`src/rtl/control_sequencer_if.sv`:
```
// Control bundle between the hardwired sequencer and the Mini-SRC datapath.
// The sequencer (master) reads the IR and the start/memory status and drives
// every bus-gating and latch-enable strobe.
interface control_sequencer_if;
  logic        start;
  logic        mem_ready;
  logic [31:0] IR;
  logic        PCout, Zhighout, Zlowout, MDRout, HIout, LOout;
  logic        MARin, PCin, MDRin, IRin, Yin, Zhighin, Zlowin, HIin, LOin;
  logic        IncPC, Read;
  logic [15:0] R0_15_out;
  logic [15:0] R0_15_in;
  logic [4:0]  opcode;
  logic        busy, done, illegal;

  modport master (
    input  start, mem_ready, IR,
    output PCout, Zhighout, Zlowout, MDRout, HIout, LOout,
    output MARin, PCin, MDRin, IRin, Yin, Zhighin, Zlowin, HIin, LOin,
    output IncPC, Read, R0_15_out, R0_15_in, opcode, busy, done, illegal
  );

  modport slave (
    output start, mem_ready, IR,
    input  PCout, Zhighout, Zlowout, MDRout, HIout, LOout,
    input  MARin, PCin, MDRin, IRin, Yin, Zhighin, Zlowin, HIin, LOin,
    input  IncPC, Read, R0_15_out, R0_15_in, opcode, busy, done, illegal
  );
endinterface

```
`src/rtl/control_sequencer.sv`:
```
// Hardwired fetch/decode/execute sequencer for the Mini-SRC datapath.
// One instruction runs per start: T0..T2 fetch, T3..T5(T6) execute.
// Outputs are decoded from the state register and the IR only; start and
// mem_ready influence nothing but the next state.
module control_sequencer (
  input  logic                 clock,
  input  logic                 clear,
  control_sequencer_if.master  bus
);

  localparam logic [3:0] S_IDLE = 4'd0;
  localparam logic [3:0] S_T0   = 4'd1;
  localparam logic [3:0] S_T1   = 4'd2;
  localparam logic [3:0] S_T2   = 4'd3;
  localparam logic [3:0] S_T3   = 4'd4;
  localparam logic [3:0] S_T4   = 4'd5;
  localparam logic [3:0] S_T5   = 4'd6;
  localparam logic [3:0] S_T6   = 4'd7;
  localparam logic [3:0] S_HALT = 4'd8;

  // Instruction op -> ALU operation code (00000 for anything unsupported).
  function automatic logic [4:0] alu_code(input logic [4:0] op);
    case (op)
      5'b00000: alu_code = 5'b00011;
      5'b00001: alu_code = 5'b00100;
      5'b00100: alu_code = 5'b01010;
      5'b00101: alu_code = 5'b01011;
      5'b01111: alu_code = 5'b01110;
      default:  alu_code = 5'b00000;
    endcase
  endfunction

  // True for the ops this sequencer knows how to execute.
  function automatic logic op_legal(input logic [4:0] op);
    case (op)
      5'b00000, 5'b00001, 5'b00100, 5'b00101, 5'b01111: op_legal = 1'b1;
      default: op_legal = 1'b0;
    endcase
  endfunction

  // Register number -> one-hot 16-bit select.
  function automatic logic [15:0] reg_select(input logic [3:0] idx);
    reg_select = 16'h0001 << idx;
  endfunction

  logic [3:0] state_r;
  logic [3:0] next_state_s;
  logic       t1_first_r;
  logic [4:0] op_s;
  logic [3:0] ra_s, rb_s, rc_s;
  logic       legal_s;
  logic       is_mul_s;

  assign op_s     = bus.IR[31:27];
  assign ra_s     = bus.IR[26:23];
  assign rb_s     = bus.IR[22:19];
  assign rc_s     = bus.IR[18:15];
  assign legal_s  = op_legal(op_s);
  assign is_mul_s = (op_s == 5'b01111);

  // State register; t1_first_r marks the first cycle spent in T1 so the PC
  // is loaded exactly once without making PCin depend on mem_ready.
  always_ff @(posedge clock) begin
    if (clear) begin
      state_r    <= S_IDLE;
      t1_first_r <= 1'b0;
    end else begin
      state_r    <= next_state_s;
      t1_first_r <= (next_state_s == S_T1) && (state_r != S_T1);
    end
  end

  // Next-state sequencing.
  always_comb begin
    next_state_s = state_r;
    case (state_r)
      S_IDLE: next_state_s = bus.start ? S_T0 : S_IDLE;
      S_T0:   next_state_s = S_T1;
      S_T1:   next_state_s = bus.mem_ready ? S_T2 : S_T1;
      S_T2:   next_state_s = S_T3;
      S_T3:   next_state_s = legal_s ? S_T4 : S_HALT;
      S_T4:   next_state_s = S_T5;
      S_T5:   next_state_s = is_mul_s ? S_T6 : S_IDLE;
      S_T6:   next_state_s = S_IDLE;
      S_HALT: next_state_s = S_HALT;
      default: next_state_s = S_IDLE;
    endcase
  end

  // Moore output decode: one bus driver per active cycle, all else low.
  always_comb begin
    bus.PCout     = 1'b0;
    bus.Zhighout  = 1'b0;
    bus.Zlowout   = 1'b0;
    bus.MDRout    = 1'b0;
    bus.HIout     = 1'b0;
    bus.LOout     = 1'b0;
    bus.MARin     = 1'b0;
    bus.PCin      = 1'b0;
    bus.MDRin     = 1'b0;
    bus.IRin      = 1'b0;
    bus.Yin       = 1'b0;
    bus.Zhighin   = 1'b0;
    bus.Zlowin    = 1'b0;
    bus.HIin      = 1'b0;
    bus.LOin      = 1'b0;
    bus.IncPC     = 1'b0;
    bus.Read      = 1'b0;
    bus.R0_15_out = 16'h0000;
    bus.R0_15_in  = 16'h0000;
    bus.opcode    = 5'b00000;
    bus.done      = 1'b0;
    bus.illegal   = 1'b0;
    if ((state_r != S_IDLE) && (state_r != S_HALT)) begin
      bus.busy = 1'b1;
    end else begin
      bus.busy = 1'b0;
    end
    case (state_r)
      S_T0: begin
        bus.PCout  = 1'b1;
        bus.MARin  = 1'b1;
        bus.IncPC  = 1'b1;
        bus.Zlowin = 1'b1;
      end
      S_T1: begin
        bus.Zlowout = 1'b1;
        bus.Read    = 1'b1;
        bus.MDRin   = 1'b1;
        bus.PCin    = t1_first_r;
      end
      S_T2: begin
        bus.MDRout = 1'b1;
        bus.IRin   = 1'b1;
      end
      S_T3: begin
        // An undecodable op leaves T3 silent and heads to HALT.
        if (legal_s) begin
          bus.R0_15_out = reg_select(rb_s);
          bus.Yin       = 1'b1;
        end else begin
          bus.R0_15_out = 16'h0000;
          bus.Yin       = 1'b0;
        end
      end
      S_T4: begin
        bus.R0_15_out = reg_select(rc_s);
        bus.opcode    = alu_code(op_s);
        bus.Zlowin    = 1'b1;
        bus.Zhighin   = is_mul_s;
      end
      S_T5: begin
        bus.Zlowout = 1'b1;
        if (is_mul_s) begin
          bus.LOin = 1'b1;
        end else begin
          bus.R0_15_in = reg_select(ra_s);
          bus.done     = 1'b1;
        end
      end
      S_T6: begin
        bus.Zhighout = 1'b1;
        bus.HIin     = 1'b1;
        bus.done     = 1'b1;
      end
      S_HALT: bus.illegal = 1'b1;
      default: bus.illegal = 1'b0;
    endcase
  end

endmodule

```
`src/flat_wrapper.sv`:
```
// flat-port wrapper written by rule: the top's interface ports become plain ports
module control_sequencer_flat 
  (clock, clear, bus_start, bus_mem_ready, bus_IR, bus_PCout, bus_Zhighout, bus_Zlowout, bus_MDRout, bus_HIout, bus_LOout, bus_MARin, bus_PCin, bus_MDRin, bus_IRin, bus_Yin, bus_Zhighin, bus_Zlowin, bus_HIin, bus_LOin, bus_IncPC, bus_Read, bus_R0_15_out, bus_R0_15_in, bus_opcode, bus_busy, bus_done, bus_illegal);
  control_sequencer_if bus_i ();
  input  logic clock;
  input  logic clear;
  input wire logic [$bits(bus_i.start)-1:0] bus_start;
  input wire logic [$bits(bus_i.mem_ready)-1:0] bus_mem_ready;
  input wire logic [$bits(bus_i.IR)-1:0] bus_IR;
  output wire logic [$bits(bus_i.PCout)-1:0] bus_PCout;
  output wire logic [$bits(bus_i.Zhighout)-1:0] bus_Zhighout;
  output wire logic [$bits(bus_i.Zlowout)-1:0] bus_Zlowout;
  output wire logic [$bits(bus_i.MDRout)-1:0] bus_MDRout;
  output wire logic [$bits(bus_i.HIout)-1:0] bus_HIout;
  output wire logic [$bits(bus_i.LOout)-1:0] bus_LOout;
  output wire logic [$bits(bus_i.MARin)-1:0] bus_MARin;
  output wire logic [$bits(bus_i.PCin)-1:0] bus_PCin;
  output wire logic [$bits(bus_i.MDRin)-1:0] bus_MDRin;
  output wire logic [$bits(bus_i.IRin)-1:0] bus_IRin;
  output wire logic [$bits(bus_i.Yin)-1:0] bus_Yin;
  output wire logic [$bits(bus_i.Zhighin)-1:0] bus_Zhighin;
  output wire logic [$bits(bus_i.Zlowin)-1:0] bus_Zlowin;
  output wire logic [$bits(bus_i.HIin)-1:0] bus_HIin;
  output wire logic [$bits(bus_i.LOin)-1:0] bus_LOin;
  output wire logic [$bits(bus_i.IncPC)-1:0] bus_IncPC;
  output wire logic [$bits(bus_i.Read)-1:0] bus_Read;
  output wire logic [$bits(bus_i.R0_15_out)-1:0] bus_R0_15_out;
  output wire logic [$bits(bus_i.R0_15_in)-1:0] bus_R0_15_in;
  output wire logic [$bits(bus_i.opcode)-1:0] bus_opcode;
  output wire logic [$bits(bus_i.busy)-1:0] bus_busy;
  output wire logic [$bits(bus_i.done)-1:0] bus_done;
  output wire logic [$bits(bus_i.illegal)-1:0] bus_illegal;
  assign bus_i.start = bus_start;
  assign bus_i.mem_ready = bus_mem_ready;
  assign bus_i.IR = bus_IR;
  assign bus_PCout = bus_i.PCout;
  assign bus_Zhighout = bus_i.Zhighout;
  assign bus_Zlowout = bus_i.Zlowout;
  assign bus_MDRout = bus_i.MDRout;
  assign bus_HIout = bus_i.HIout;
  assign bus_LOout = bus_i.LOout;
  assign bus_MARin = bus_i.MARin;
  assign bus_PCin = bus_i.PCin;
  assign bus_MDRin = bus_i.MDRin;
  assign bus_IRin = bus_i.IRin;
  assign bus_Yin = bus_i.Yin;
  assign bus_Zhighin = bus_i.Zhighin;
  assign bus_Zlowin = bus_i.Zlowin;
  assign bus_HIin = bus_i.HIin;
  assign bus_LOin = bus_i.LOin;
  assign bus_IncPC = bus_i.IncPC;
  assign bus_Read = bus_i.Read;
  assign bus_R0_15_out = bus_i.R0_15_out;
  assign bus_R0_15_in = bus_i.R0_15_in;
  assign bus_opcode = bus_i.opcode;
  assign bus_busy = bus_i.busy;
  assign bus_done = bus_i.done;
  assign bus_illegal = bus_i.illegal;
  control_sequencer u_core (.clock(clock), .clear(clear), .bus(bus_i));
endmodule
```
`config.mk`:
```
export PLATFORM = sky130hd
export DESIGN_NAME = control_sequencer_flat
export DESIGN_NICKNAME = d
export VERILOG_FILES = /design/src/rtl/control_sequencer_if.sv /design/src/rtl/control_sequencer.sv /design/src/flat_wrapper.sv
export SDC_FILE = /design/constraint.sdc
export NUM_CORES = 1
export LEC_CHECK = 0
export ABC_AREA = 1
export CAP_MARGIN = 0
export CORE_MARGIN = 2
export CORE_UTILIZATION = 35
export CTS_BUF_LIST = sky130_fd_sc_hd__clkbuf_4 sky130_fd_sc_hd__clkbuf_8
export DETAILED_ROUTE_END_ITERATION = 16
export HOLD_SLACK_MARGIN = 0.03
export PLACE_DENSITY = 0.89
export SETUP_SLACK_MARGIN = 0.1
export SLEW_MARGIN = 20
export SYNTH_ARGS = -nofsm -noshare
export SYNTH_HDL_FRONTEND = slang
export SYNTH_SLANG_ARGS = --single-unit
```
`constraint.sdc`:
```
create_clock -name clock -period 2.2 [get_ports clock]
set_clock_uncertainty 0.2 [all_clocks]
set_input_delay 0.44 -clock clock [delete_from_list [all_inputs] [get_ports clock]]
set_output_delay 0.44 -clock clock [all_outputs]
set_load 0.02 [all_outputs]
```
== Yosys cells after proc, flatten, opt, wreduce, memory -nomap -nowiden ==
Index checks and enable logic that the tools add are counted.

* Memories: 0
* Word-level logic and storage cells: 56
* Bits in latches: 0
* Register bits after elaboration: 5
* Output and inout bits: 57
* Memory bits (writable): 0
* Bits in read-only memories: 0
* Bits of input ports: 36

* Shift operators: 3
* Mux-type cells: 28
* Multiply operators: 0
* Add/sub/neg operators: 0
* Div/mod/pow operators: 0
* Bitwise logic cells: 0
* Equality and inequality tests: 15
* $lt $le $gt $ge: 0
* Reductions and logical operators: 8

{| class="wikitable"
|+ Operators with widths
! kind !! count
|-
| $mux 16 || 3
|-
| $shl 1x4->16 const A || 3
|-
| $pmux 16 s2 || 1
|-
| $pmux 4 s8 || 1
|-
| $pmux 4 s5 || 1
|-
| $mux 1 || 18
|-
| $eq 4x3->1 const B || 4
|-
| $eq 4x2->1 const B || 3
|-
| $eq 5x3->1 const B || 2
|-
| $eq 5x1->1 const B || 1
|-
| $eq 5x4->1 const B || 1
|-
| $logic_not 5->1 || 1
|-
| $mux 5 || 1
|-
| $reduce_or 5->1 || 1
|-
| $eq 4x1->1 const B || 1
|-
| $eq 4x4->1 const B || 1
|-
| $logic_not 4->1 || 1
|-
| $mux 4 || 1
|-
| $ne 4x2->1 const B || 1
|-
| $ne 4x4->1 const B || 1
|-
| $reduce_bool 4->1 || 1
|-
| $reduce_or 2->1 || 2
|-
| $mux 3 || 1
|-
| $logic_and 1x1->1 || 2
|-
| $pmux 1 s2 || 1
|}

== Logic depth before layout (Yosys ltp) ==
* Depth after elaboration: 7
* Gate-level depth with buffers: 9
* Mapped depth without buffers: 8

== Worst setup path after synthesis ==
No wires, ideal clock.

* Path type: input to output
* Start: input bus_IR[31]
* End: output bus_R0_15_out[0]
* Stages on the path: 7
* Buffers on the path: 0
* Path slack: 124 ps
* Data arrival time: 1,436 ps
* Required time: 1,560 ps
* Cells stage by stage: inv_2 -> nand2_1 -> nor2_4 -> nor2_2 -> nand2_4 -> nand2_4 -> o21ai_0

* Word-level cells in the longest chain between the ends: 5
* Elaborated cells between the ends (all ways): 9
* Classes of those cells: eq/ne (4); mux (3); reduce/logical (2)

{| class="wikitable"
|+ Ends and longest elaborated chain
! what !! line !! RTL
|-
| start, declared || flat_wrapper.sv:9 || <nowiki>input wire logic [$bits(bus_i.IR)-1:0] bus_IR;</nowiki>
|-
| $eq 5x1->1 (tied with other cells) || control_sequencer.sv:35 || <nowiki>case (op)</nowiki>
|-
| $reduce_or 5->1 * || control_sequencer.sv:35 ||
|-
| $mux 1 * || control_sequencer.sv:35 ||
|-
| $mux 16 * || control_sequencer.sv:138 || <nowiki>if (legal_s) begin</nowiki>
|-
| $pmux 16 s2 * || control_sequencer.sv:119 || <nowiki>case (state_r)</nowiki>
|-
| end, declared || flat_wrapper.sv:27 || <nowiki>output wire logic [$bits(bus_i.R0_15_out)-1:0] bus_R0_15_out;</nowiki>
|}

Every way passes the cells marked *; elsewhere a longest branch is shown, timed or not.

== Final worst setup path ==
* Start: input bus_IR[20]
* End: output bus_R0_15_out[8]

* Word-level cells in the longest chain between the ends: 3

{| class="wikitable"
|+ Ends and longest elaborated chain
! what !! line !! RTL
|-
| $shl 1x4->16 || control_sequencer.sv:43 || <nowiki>reg_select = 16'h0001 << idx;</nowiki>
|-
| $mux 16 || control_sequencer.sv:138 ||
|-
| $pmux 16 s2 || control_sequencer.sv:119 ||
|}

No other way between the ends.

==> results.py <==
metrics = {
    "drt": {
        "vias_per_cell": 5.297,
        "remaining_drc_errors": 0,
        "first_iter_violations": 114,
        "antenna_left": 0,
        "drtPass1Iterations": 4,
        "wirelength_um": 5000,
        "route.vias.total": 1764,
        "avgRoutedWirePerCell_um": 15.02,
    },
    "synth": {
        "syn_inst": 197,
        "synth_warnings": 0,
        "synth_top_area_share_pct": 15.94,
        "ys_seq_elements": 5,
        "avgSynthCellArea_sq_um": 5.259,
        "ys_types": 24,
        "synth_top_cell_by_area": "nand2_1",
        "yosys-top-cells-area": "nand2_1 (16%), nor2_1 (13%), inv_1 (11%), dfxtp_1 (9.7%), nor3_1 (8.7%)",
        "synth_area_sq_um": 1036,
        "synth_seq_area_share_pct": 9.662,
    },
    "worst_setup_path": {
        "crit_fanout": 4,
        "cp.arrival_ns": 1.58,
        "crit_path_end_kind": "primary output",
        "startpoint_type": "primary input",
        "reg2reg_to": "u_core.state_r[2]",
        "rrSetupSlack_ns": 0.54,
        "worstRegToRegCells": 7,
        "crit_required_ns": 1.56,
        "critical_path_class": "in2out",
        "r2r-start": "u_core.state_r[1]",
    },
    "grt": {
        "grt_max_degree": 9,
        "antenna_found_initial": 0,
        "first_global_vias": 1617,
        "grt.total_usage_pct": 24.79,
        "grt_pass1_wl_um": 6672,
        "overflow": 0,
    },
    "pwr": {
        "ir_drop_mv": 0.3005,
        "comb_power_share_pct": 56.5,
        "leakage_nw": 1.107,
        "switching_power_uw": 226.8,
        "p_per_area_nw_per_um2": 223.6,
        "p_clk_share_pct": 23.7,
        "p_int_uw": 301.7,
        "switching_share_pct": 42.91,
        "power_frac_seq_pct": 19.7,
    },
    "cells_and_area": {
        "n_fill_cell": 159,
        "drive_gt1_share_pct": 58.94,
        "diodes": 0,
        "syn2layout_area_growth_pct": 128.1,
        "final_cells": 333,
        "nets": 339,
        "multi_input_area_sq_um": 1060,
        "seq_area_sq_um": 105.1,
    },
    "floorplan": {
        "initial_utilization_pct": 37.25,
        "die_w_um": 58.41,
        "pin_count": 93,
        "fp.dieH_um": 58.41,
        "fp.coreArea_sq_um": 2781,
        "rows": 19,
        "die_area_sq_um": 3411,
    },
    "place": {
        "place_congestion": 0.8034,
        "placed_cells": 323,
        "detailed_place_hpwl_um": 2914,
        "portBuffers": 74,
    },
    "run_status": {
        "failed_checks": "setup timing",
        "status": "finished with violations",
    },
    "timing": {
        "slew_violations": 0,
        "rsz0062_at_grt": "yes",
        "setup_violations": 2,
        "fmax_mhz": 449.6,
        "worst_slack_ns": -0.02423,
        "holdWs_ns": 0.5499,
        "hold_violations": 0,
        "layout_worst_path_cycle_share_pct": 101.1,
        "period_minus_slack_ns": 2.224,
    },
    "clock_tree": {
        "cts_made_buffers": 3,
        "clockRootBuffer": "clkbuf_4",
        "h-tree-depth": 1,
        "clk_latency_ns": 0.26,
        "clock_sinks": 5,
        "tritoncts": "yes",
        "clk_pin_slew_ns": 0.04,
        "cts.path.max_buffers": 2,
    },
    "hold_path": {
        "min_to": "u_core.state_r[3]",
        "hold_class": "in2reg",
        "min_from": "bus_IR[31]",
        "holdPathStages": 7,
    },
    "flow_run": {
        "cap_viol_max_count": 0,
    },
}
-- cell usage in the layout, fill, tap and decap left out, drive strengths merged --
cell,synthesis,layout
buf,9,82
nand2,48,49
nor2,41,41
inv,32,31
nor3,20,20
nand3,16,16
o21ai,13,13
clkbuf,1,10
dlygate4sd2,0,9
a21oi,5,5
clkdlybuf4s50,0,5
clkdlybuf4s15,0,5
dfxtp,5,5
nand4,4,4
conb,1,3
clkinv,0,1
or2,1,1
a31oi,1,1
dlymetal6s2s,0,1
-- layer usage --
metal | track usage [%] | vias to the layer above | share of wire (%)
met5 | 0 | - | 0
met4 | 10.30 | 0 | 3.4
met3 | 6.374 | 18 | 8.3
met2 | 46.23 | 95 | 54
met1 | 26.07 | 827 | 34
li1 | - | 824 | -
-- worst max-delay path: stages --
cell	delay, ns
dlygate4sd2_1	0.28
nor3_1	0.34
nand2_1	0.15
o21ai_2	0.22
buf_6	0.14
-- power by group through the flow --
stage	sequential [mW]	combinational [mW]	clock, mW
finish	0.104	0.299	0.126
CTS	0.103	0.256	0.125
global placement	0.103	0.242	0
global route	0.105	0.317	0.129
floorplan	0.105	0.119	0
detailed placement	0.103	0.247	0
-- synth_stat cells, drive strengths merged --
cell type,instances
inv,32
buf,9
dfxtp,5
nand3,16
nand2,48
nand4,4
or2,1
clkbuf,1
conb,1
nor3,20
nor2,41
a31oi,1
a21oi,5
o21ai,13
-- cell type report --
type | instances | area share (%)
multi-input combinational | 153 | 44.84
timing repair buffer | 108 | 42.09
inverter | 32 | 5.717
sequential | 5 | 4.447
tap | 31 | 1.641
clock buffer | 4 | 1.271
-- worst max path at each step --
| stage | from | to | slack (ns) | depth (start not counted) |
|---|---|---|---|---|
| floorplan | bus_IR[31] | bus_R0_15_out[0] | 0.12 | 7 |
| CTS | u_core.state_r[1] | bus_IncPC | -0.03 | 6 |
| finish | bus_IR[20] | bus_R0_15_out[8] | -0.02 | 5 |
| global route | bus_IR[20] | bus_R0_15_out[8] | -0.10 | 5 |
| detailed placement | bus_IR[28] | bus_R0_15_out[2] | -0.80 | 8 |
| global placement | bus_IR[30] | bus_R0_15_out[2] | -0.75 | 9 |
-- registers in the layout, summed over array words and instances, names as in the netlist --
register and flops:
u_core.t1_first_r 1, u_core.state_r 4
-- per-stage QoR --
step / instance area, sq um / worst slack [ns] / TNS [ns] / util (%) / power (mW)
floorplan: 1044 / 0.1244 / 0 / - / 0.2238
global placement: 1966 / -0.7513 / -27.10 / 70.67 / 0.3450
detailed placement: 1966 / -0.8029 / -28.89 / 70.67 / 0.3501
CTS: 2009 / -0.02587 / -0.06910 / 72.24 / 0.4839
global route: 2364 / -0.1016 / -0.4431 / 84.98 / 0.5505
finish: 2364 / -0.02423 / -0.03305 / 84.98 / 0.5285
-- cell families (layout without fill, tap and decap cells) --
kind of cell,count (synthesis),in the layout,synth area share (%)
simple gates,130,131,59.30
compound gates,19,19,11.84
other cells,1,3,0.3620
flops,5,5,9.662
buf+inv,42,144,18.84
-- repair_timing --
action / in CTS / in global routing
pin swaps: 22 / 21
gates cloned: 1 / 0
setup endpoints to repair: 54 / 50
hold buffers: 0 / 0
hold endpoints to repair: 0 / 0
resized for setup: 293 / 132
buffers inserted: 3 / 2
Note: power is estimated with default switching activity, not from simulation.
